**src/rtl/prob_decode_if.sv**
```systemverilog
// Handshake bundle between a stochastic bitstream source / result consumer and prob_decode.
// The master drives samples and est_ready; the slave (the decoder) returns the registered result.
interface prob_decode_if #(
    parameter int N = 7
);
    logic         start;
    logic         bit_valid;
    logic         bit_in;
    logic         est_ready;
    logic [N-1:0] estimate;
    logic         saturated;
    logic         est_valid;
    logic         busy;

    modport master (
        output start, bit_valid, bit_in, est_ready,
        input  estimate, saturated, est_valid, busy
    );

    modport slave (
        input  start, bit_valid, bit_in, est_ready,
        output estimate, saturated, est_valid, busy
    );
endinterface

```
**src/rtl/prob_decode.sv**
```systemverilog
// Stochastic-to-binary converter: counts ones over a 2^N-sample window and holds the
// N-bit probability estimate under a valid/ready handshake until it is consumed.
module prob_decode #(
    parameter int N = 7
) (
    input  logic         clk,
    input  logic         rst_n,
    prob_decode_if.slave bus
);
    typedef enum logic [1:0] {
        IDLE,
        ACCUM,
        HOLD
    } state_t;

    localparam logic [N:0] WIN  = {1'b1, {N{1'b0}}};
    localparam logic [N:0] LAST = {1'b0, {N{1'b1}}};

    state_t       state;
    logic [N:0]   sample_cnt;
    logic [N:0]   ones_cnt;
    logic [N:0]   ones_next;
    logic         last_sample;
    logic [N-1:0] estimate_r;
    logic         saturated_r;
    logic         est_valid_r;
    logic         busy_r;

    // Count including this cycle's sample, so the result can be registered on the final sample.
    always_comb begin
        ones_next   = ones_cnt + {{N{1'b0}}, bus.bit_in};
        last_sample = (sample_cnt == LAST);
    end

    always_ff @(posedge clk) begin
        if (!rst_n) begin
            state       <= IDLE;
            sample_cnt  <= '0;
            ones_cnt    <= '0;
            estimate_r  <= '0;
            saturated_r <= 1'b0;
            est_valid_r <= 1'b0;
            busy_r      <= 1'b0;
        end else begin
            case (state)
                IDLE: begin
                    if (bus.start) begin
                        sample_cnt <= '0;
                        ones_cnt   <= '0;
                        busy_r     <= 1'b1;
                        state      <= ACCUM;
                    end
                end
                ACCUM: begin
                    if (bus.bit_valid) begin
                        sample_cnt <= sample_cnt + 1'b1;
                        ones_cnt   <= ones_next;
                        if (last_sample) begin
                            state       <= HOLD;
                            busy_r      <= 1'b0;
                            est_valid_r <= 1'b1;
                            saturated_r <= (ones_next == WIN);
                            estimate_r  <= (ones_next == WIN) ? {N{1'b1}} : ones_next[N-1:0];
                        end
                    end
                end
                HOLD: begin
                    // start only counts when paired with the consuming handshake.
                    if (bus.est_ready) begin
                        est_valid_r <= 1'b0;
                        if (bus.start) begin
                            sample_cnt <= '0;
                            ones_cnt   <= '0;
                            busy_r     <= 1'b1;
                            state      <= ACCUM;
                        end else begin
                            state <= IDLE;
                        end
                    end
                end
                default: begin
                    state       <= IDLE;
                    busy_r      <= 1'b0;
                    est_valid_r <= 1'b0;
                end
            endcase
        end
    end

    assign bus.estimate  = estimate_r;
    assign bus.saturated = saturated_r;
    assign bus.est_valid = est_valid_r;
    assign bus.busy      = busy_r;
endmodule

```
**src/flat_wrapper.sv**
```systemverilog
// flat-port wrapper written by rule: the top's interface ports become plain ports
module prob_decode_flat 
#(
    parameter int N = 7
)
  (clk, rst_n, bus_start, bus_bit_valid, bus_bit_in, bus_est_ready, bus_estimate, bus_saturated, bus_est_valid, bus_busy);
  prob_decode_if #(.N(N)) bus_i ();
  input  logic clk;
  input  logic rst_n;
  input wire logic [$bits(bus_i.start)-1:0] bus_start;
  input wire logic [$bits(bus_i.bit_valid)-1:0] bus_bit_valid;
  input wire logic [$bits(bus_i.bit_in)-1:0] bus_bit_in;
  input wire logic [$bits(bus_i.est_ready)-1:0] bus_est_ready;
  output wire logic [$bits(bus_i.estimate)-1:0] bus_estimate;
  output wire logic [$bits(bus_i.saturated)-1:0] bus_saturated;
  output wire logic [$bits(bus_i.est_valid)-1:0] bus_est_valid;
  output wire logic [$bits(bus_i.busy)-1:0] bus_busy;
  assign bus_i.start = bus_start;
  assign bus_i.bit_valid = bus_bit_valid;
  assign bus_i.bit_in = bus_bit_in;
  assign bus_i.est_ready = bus_est_ready;
  assign bus_estimate = bus_i.estimate;
  assign bus_saturated = bus_i.saturated;
  assign bus_est_valid = bus_i.est_valid;
  assign bus_busy = bus_i.busy;
  prob_decode #(.N(N)) u_core (.clk(clk), .rst_n(rst_n), .bus(bus_i));
endmodule
```
**config.mk**
```make
export PLATFORM = sky130hd
export DESIGN_NAME = prob_decode_flat
export DESIGN_NICKNAME = d
export VERILOG_FILES = /design/src/rtl/prob_decode_if.sv /design/src/rtl/prob_decode.sv /design/src/flat_wrapper.sv
export SDC_FILE = /design/constraint.sdc
export NUM_CORES = 1
export LEC_CHECK = 0
export ABC_CLOCK_PERIOD_IN_PS = 2700
export CAP_MARGIN = 20
export CORE_UTILIZATION = 35
export DETAILED_ROUTE_END_ITERATION = 6
export PLACE_DENSITY_LB_ADDON = 0.2
export SLEW_MARGIN = 20
export SYNTH_ARGS = -nofsm -noshare
export SYNTH_HDL_FRONTEND = slang
export SYNTH_SLANG_ARGS = --single-unit
```
**constraint.sdc**
```tcl
create_clock -name clk -period 2.7 [get_ports clk]
set_clock_uncertainty 0.2 [all_clocks]
set_input_delay 0.405 -clock clk [delete_from_list [all_inputs] [get_ports clk]]
set_output_delay 0.405 -clock clk [all_outputs]
set_load 0.01 [all_outputs]
```
==> results of run 1 <==
worst paths after layout:
kind	depth (start not counted)	slack (ns)	endpoint	from
setup / recovery	8	0.38	u_core.bus.estimate[1]	bus_bit_in
hold / removal	2	0.28	u_core.bus.saturated	u_core.bus.saturated
setup reg to reg	7	0.63	u_core.bus.estimate[1]	u_core.ones_cnt[0]
hold reg to reg	2	0.28	u_core.bus.saturated	u_core.bus.saturated
layout by cell type, fill, tap and decap left out, drive strengths merged, types with 3 or more instances in the layout:
| master | n |
|---|---|
| and2 | 5 |
| nand3 | 4 |
| nand4 | 5 |
| nand2 | 9 |
| inv | 3 |
| a21oi | 7 |
| dfxtp | 28 |
| a31oi | 6 |
| clkbuf | 3 |
| xnor2 | 7 |
| ha | 3 |
| buf | 4 |
| nor2 | 11 |
| a22oi | 4 |
| xor2 | 3 |
| clkdlybuf4s50 | 15 |
| nor2b | 8 |
| o21ai | 16 |
| nor3 | 3 |
sequential cells by signal, summed over array words and instances (netlist names):
register and cells:
u_core.ones_cnt 8, u_core.sample_cnt 8, u_core.bus.estimate 7, u_core.state 2, u_core.bus.busy 1, u_core.bus.est_valid 1
u_core.bus.saturated 1
final cells by class:
cell class | instances | area share [%]
timing repair buffer | 19 | 11.2
clock buffer | 3 | 2.56
multi-input combinational | 110 | 47.1
sequential | 28 | 34.7
tap | 48 | 3.72
inverter | 3 | 0.698
cell families (layout without fill, tap and decap cells):
logic type                 Yosys count  in the layout  synth area share, %
AOI/OAI and AO/OA                   40             40                 18.7
xor gates and xnor gates            10             10                 6.34
adders and majority gates            3              3                 2.72
buffers and inverters               10             25                 4.43
DFF                                 28             28                 40.5
and+or+nand+nor                     57             57                 27.2
worst max-delay path, cell delays in order:
cell and delay, ns:
clkdlybuf4s50_1 0.46, ha_1 0.18, ha_1 0.25, nand3_1 0.11
xnor2_1 0.19, nor4_2 0.33, nand4_4 0.20, a31oi_1 0.21
where the power goes:
| group | switching (uW) | internal, uW | leakage [uW] |
|---|---|---|---|
| registers | 6.83 | 419 | 0.000226 |
| logic | 40.1 | 30.6 | 0.000335 |
| clock network | 126 | 100 | 0.0000216 |
per-layer routing:
layer | up-vias | routed length, um | global-route usage, %
li1 | 561 | - | -
met1 | 538 | 1300 | 18.7
met2 | 20 | 1340 | 25.1
met3 | 0 | 97 | 3.87
met4 | 0 | 0 | 2.50
met5 | - | 0 | 0
through the flow:
step	power [uW]	setup WS, ns	hold slack, ns
after floorplan	487	0.714	0.265
after global placement	505	0.155	0.258
after CTS	734	0.365	0.291
after global routing	753	0.188	0.307
final	722	0.376	0.284
after detailed placement	506	0.0811	0.275
==> results.py, run 1 <==
metrics = {
    "finish": {
        "fin_nets": 174,
        "nFillCells": 388,
        "diodes": 0,
        "finalInstanceArea_um2": 1610,
        "synthToLayoutAreaGrowth_pct": 16.7,
        "stdcell_count": 211,
        "multi_input_area_um2": 761,
        "drive_gt1_share_pct": 9.82,
        "fin_util_pct": 43.4,
        "regArea_um2": 561,
    },
    "setup_path": {
        "critical_path_required_ns": 2.70,
        "cp_data_arrival_time_ns": 2.32,
        "worstSetupPathType": "in2reg",
        "crit_path_end_kind": "flop",
        "cp_max_fo": 8,
        "critPathLaunchType": "input pin",
    },
    "cts": {
        "cts_made_buffers": 3,
        "cts_tree": "yes",
        "clockRootBuffer": "clkbuf_8",
        "cts.sinks": 28,
        "clock_latency_ns": 0.27,
        "cts_resized": 0,
        "cts.htree.levels": 1,
        "cts_setup_buffers": 0,
        "clk_pin_slew_worst_paths_ns": 0.09,
        "cts-hold-fix-buffers": 0,
        "clk_path_buf_depth": 2,
    },
    "logic_synthesis": {
        "yosysMostFrequentCell": "dfxtp_1",
        "synth_edf_count": 0,
        "syn_area_per_cell_um2": 9.34,
        "ys_seq_area_share_pct": 40.5,
        "synth_area_leader_cell": "dfxtp_1",
        "syn_area_um2": 1380,
        "synth.top_cells.by_count": "dfxtp_1, o21ai_0, nor2_1",
        "syn_nets": 157,
        "yosysUniqueCellTypes": 39,
        "yosys_warnings": 0,
        "synthCells": 148,
        "ys_seq_elements": 28,
        "synth-main-ff-cell": "dfxtp_1",
        "synthTopCellsByArea": "dfxtp_1, o21ai_0, xnor2_1",
        "async_flop_share_pct": 0,
        "synth_top_area_share_pct": 40.5,
    },
    "timing": {
        "final_hold_viol_count": 0,
        "relSlewSlack_pct": 65.7,
        "worstMarginPinSlew_ns": 0.515,
        "slew_viol_final": 0,
        "setup_viol": 0,
        "rsz0062_at_grt": "false",
        "min_period_ns": 2.32,
        "period_share_pct": 86.1,
        "tns_ns": 0,
        "fmax_ghz": 0.430,
    },
    "pwr": {
        "p_per_area_nw_per_um2": 447,
        "ir_drop_v": 0.000334,
        "p_leak_uw": 0.000583,
    },
    "routing": {
        "drc": 0,
        "drt-pass1-iter-count": 4,
        "wire_per_inst_um": 13.0,
        "num_vias": 1119,
        "wl_um": 2730,
        "postRouteAntennaNets": 0,
        "drt-initial-drc-count": 66,
        "viasPerCell": 5.30,
    },
    "grt": {
        "grt_max_degree": 18,
        "grt-ovfl-total": 0,
        "grt_pass1_wl_um": 4890,
        "grt_util_all_layers_pct": 14.7,
        "grt_pass1_vias": 1069,
        "grt_antenna_before_repair": 0,
    },
    "floorplanning": {
        "io-pin-count": 16,
        "die_h_um": 64.9,
        "rows": 22,
        "die_x_um": 64.9,
        "start_util_pct": 37.2,
        "die-area_um2": 4210,
        "core_region_area_um2": 3720,
    },
    "outcome": {
        "status": "finished, final reports clean",
    },
    "place": {
        "post-dp-hpwl_um": 1960,
        "place.gp.congestion": 0.796,
        "dpl.cell_count": 208,
        "place.port_buffers": 15,
        "placed_area_um2": 1570,
    },
    "min_path": {
        "hold_path.class": "reg2reg",
    },
    "flow_run": {
        "cap_viol_max_count": 0,
    },
}
Power figures use the tool's default switching activity.
==> inputs of run 2 (changes only) <==
Settings changed: SLEW_MARGIN 20 to not set.
==> results of run 2 <==
No change in the layout: final DEF, timing and power equal those of run 1.
==> inputs of run 3 (changes only) <==
Settings changed: CELL_PAD_IN_SITES_DETAIL_PLACEMENT set to 0, CELL_PAD_IN_SITES_GLOBAL_PLACEMENT set to 1.
==> run 3 against run 2 <==
Net effect: sequential power hardly changed; clock-buffer cell count stayed put; sequential cell count stayed put; cell count stayed put; power is 0.26% lower; die area stayed put; fmax is 0.42% lower; sequential share of layout area stayed put; combinational power hardly changed.
==> results.py, run 3 (synthesis results as in run 1) <==
metrics = {
    "outcome": {
        "status": "finished, final reports clean",
    },
    "floorplanning": {
        "start_util_pct": 37.2,
        "rows": 22,
        "die_h_um": 64.9,
        "core_region_area_um2": 3720,
        "die_x_um": 64.9,
        "io-pin-count": 16,
        "die-area_um2": 4210,
    },
    "pwr": {
        "p_per_area_nw_per_um2": 446,
        "switching_share_pct": 23.7,
        "pwr-share-clk_pct": 31.1,
        "ir_drop_v": 0.000256,
        "p_seq_share_pct": 59.1,
        "p_total_uw": 720,
        "combPwrFrac_pct": 9.9,
        "switchingPower_uw": 171,
        "p_leak_uw": 0.000583,
        "intPower_uw": 549,
    },
    "place": {
        "place.gp.congestion": 0.731,
        "place.port_buffers": 15,
        "post-dp-hpwl_um": 2010,
    },
    "flow_run": {
        "cap_viol_max_count": 0,
    },
    "timing": {
        "tns_ns": 0,
        "slew_viol_final": 0,
        "rsz0062_at_grt": "false",
        "min_period_ns": 2.33,
        "fmax_ghz": 0.429,
        "setup_viol": 0,
        "period_share_pct": 86.4,
        "final_hold_viol_count": 0,
        "relSlewSlack_pct": 64.6,
        "worstMarginPinSlew_ns": 0.531,
    },
    "grt": {
        "grt_pass1_vias": 1011,
        "grt_pass1_wl_um": 4780,
        "grt_max_degree": 18,
        "grt-ovfl-total": 0,
        "grt_util_all_layers_pct": 15.2,
        "grt_antenna_before_repair": 0,
    },
    "setup_path": {
        "max_stage_delay_ns": 0.46,
        "critical_path_required_ns": 2.70,
        "cpMostUsedCell": "ha_1",
        "worstSetupPathType": "in2reg",
        "timing.critical_path.buf_inv": 1,
        "r2r-end": "u_core.bus.estimate[1]",
        "r2r_slack_ns": 0.62,
        "rr_startpoint": "u_core.ones_cnt[0]",
        "crit_path_end_kind": "flop",
        "slowest_stage": "clkdlybuf4s50_1",
        "path_cells": "clkdlybuf4s50_1 > ha_1 > ha_1 > nand3_1 > xnor2_1 > nor4_2 > nand4_4 > a31oi_1",
        "r2r_cells": 7,
        "critPathLaunchType": "input pin",
        "startpoint": "bus_bit_in",
        "path_delay_family": "simple AND/OR/NAND/NOR gates",
        "cp_data_arrival_time_ns": 2.34,
        "cp_max_fo": 8,
    },
    "finish": {
        "synthToLayoutAreaGrowth_pct": 16.7,
        "diodes": 0,
        "final_cell_mix": "dfxtp_1, clkdlybuf4s50_1, o21ai_0",
        "final_common_cell": "dfxtp_1",
        "regArea_um2": 561,
        "nFillCells": 390,
        "fin_nets": 174,
        "drive_gt1_share_pct": 9.82,
        "multi_input_area_um2": 761,
        "fin_util_pct": 43.4,
    },
    "min_path": {
        "hold_depth": 2,
        "min_from": "u_core.bus.saturated",
        "min_to": "u_core.bus.saturated",
        "hold_path.class": "reg2reg",
    },
    "cts": {
        "cts.htree.levels": 1,
        "cts_made_buffers": 3,
        "clock_latency_ns": 0.27,
        "cts.sinks": 28,
        "clk_pin_slew_worst_paths_ns": 0.09,
        "cts_setup_buffers": 0,
        "cts_resized": 0,
        "cts_tree": "yes",
        "cts-hold-fix-buffers": 0,
        "clockRootBuffer": "clkbuf_8",
        "clk_path_buf_depth": 2,
    },
    "routing": {
        "drt-pass1-iter-count": 4,
        "viasPerCell": 5.09,
        "drt-initial-drc-count": 36,
        "wl_um": 2790,
        "postRouteAntennaNets": 0,
        "drc": 0,
        "num_vias": 1074,
        "wire_per_inst_um": 13.2,
    },
}
==> run 3: cell counts in the layout (fill, tap and decap cells not counted) <==
Identical to the previous run, type by type.
==> run 3: stage by stage <==
| stage | area (um2) | instances | worst slack [ns] | hold WS (ns) |
|---|---|---|---|---|
| 3_5_place_dp | 1570 | 208 | 0.0693 | 0.260 |
| 4_1_cts | 1610 | 211 | 0.357 | 0.273 |
| 3_3_place_gp | 1570 | 208 | 0.155 | 0.256 |
| 2_1_floorplan | 1380 | 148 | 0.714 | 0.265 |
| 5_1_grt | 1610 | 211 | 0.140 | 0.308 |
| 6_report | 1610 | 211 | 0.366 | 0.271 |
==> run 3: worst register-to-register path: cells and delay by family, from the launching register on <==
family | cells | cell delay, ns
AOI/OAI and AO/OA | 1 | 0.21
xor gates and xnor gates | 1 | 0.18
adders and majority gates | 2 | 0.44
DFF | 1 | 0.34
and+or+nand+nor | 3 | 0.64
==> run 3: worst max path at each step <==
stage / to / slack (ns) / cells after the start
after floorplan: u_core.bus.saturated / 0.71 / 7
after global placement: u_core.bus.saturated / 0.16 / 8
after detailed placement: u_core.bus.estimate[1] / 0.07 / 8
after CTS: u_core.bus.estimate[1] / 0.36 / 8
after global routing: u_core.bus.estimate[1] / 0.14 / 8
final: u_core.bus.estimate[1] / 0.37 / 8
==> run 3: power by group through the flow <==
stage / Combinational (uW) / Clock, uW / Sequential, uW
2_1_floorplan: 54.8 / 0 / 432
3_3_place_gp: 70.7 / 0 / 435
3_5_place_dp: 72.3 / 0 / 435
4_1_cts: 72.7 / 240 / 426
5_1_grt: 79.4 / 252 / 427
6_report: 71.0 / 224 / 426
==> run 3: cell type report <==
| type | instances | area share, % |
|---|---|---|
| clock buffer | 3 | 2.56 |
| multi-input combinational | 110 | 47.1 |
| tap | 48 | 3.72 |
| timing repair buffer | 19 | 11.2 |
| inverter | 3 | 0.698 |
| sequential | 28 | 34.7 |
==> run 3: per-layer routing <==
metal	part of all wire [%]	track usage [%]	up-vias	routed length [um]
met5	0	0	-	0
met4	1.9	7.50	0	54
met3	2.4	3.70	5	67
met2	49	24.6	11	1380
met1	46	18.7	499	1290
li1	-	-	559	-
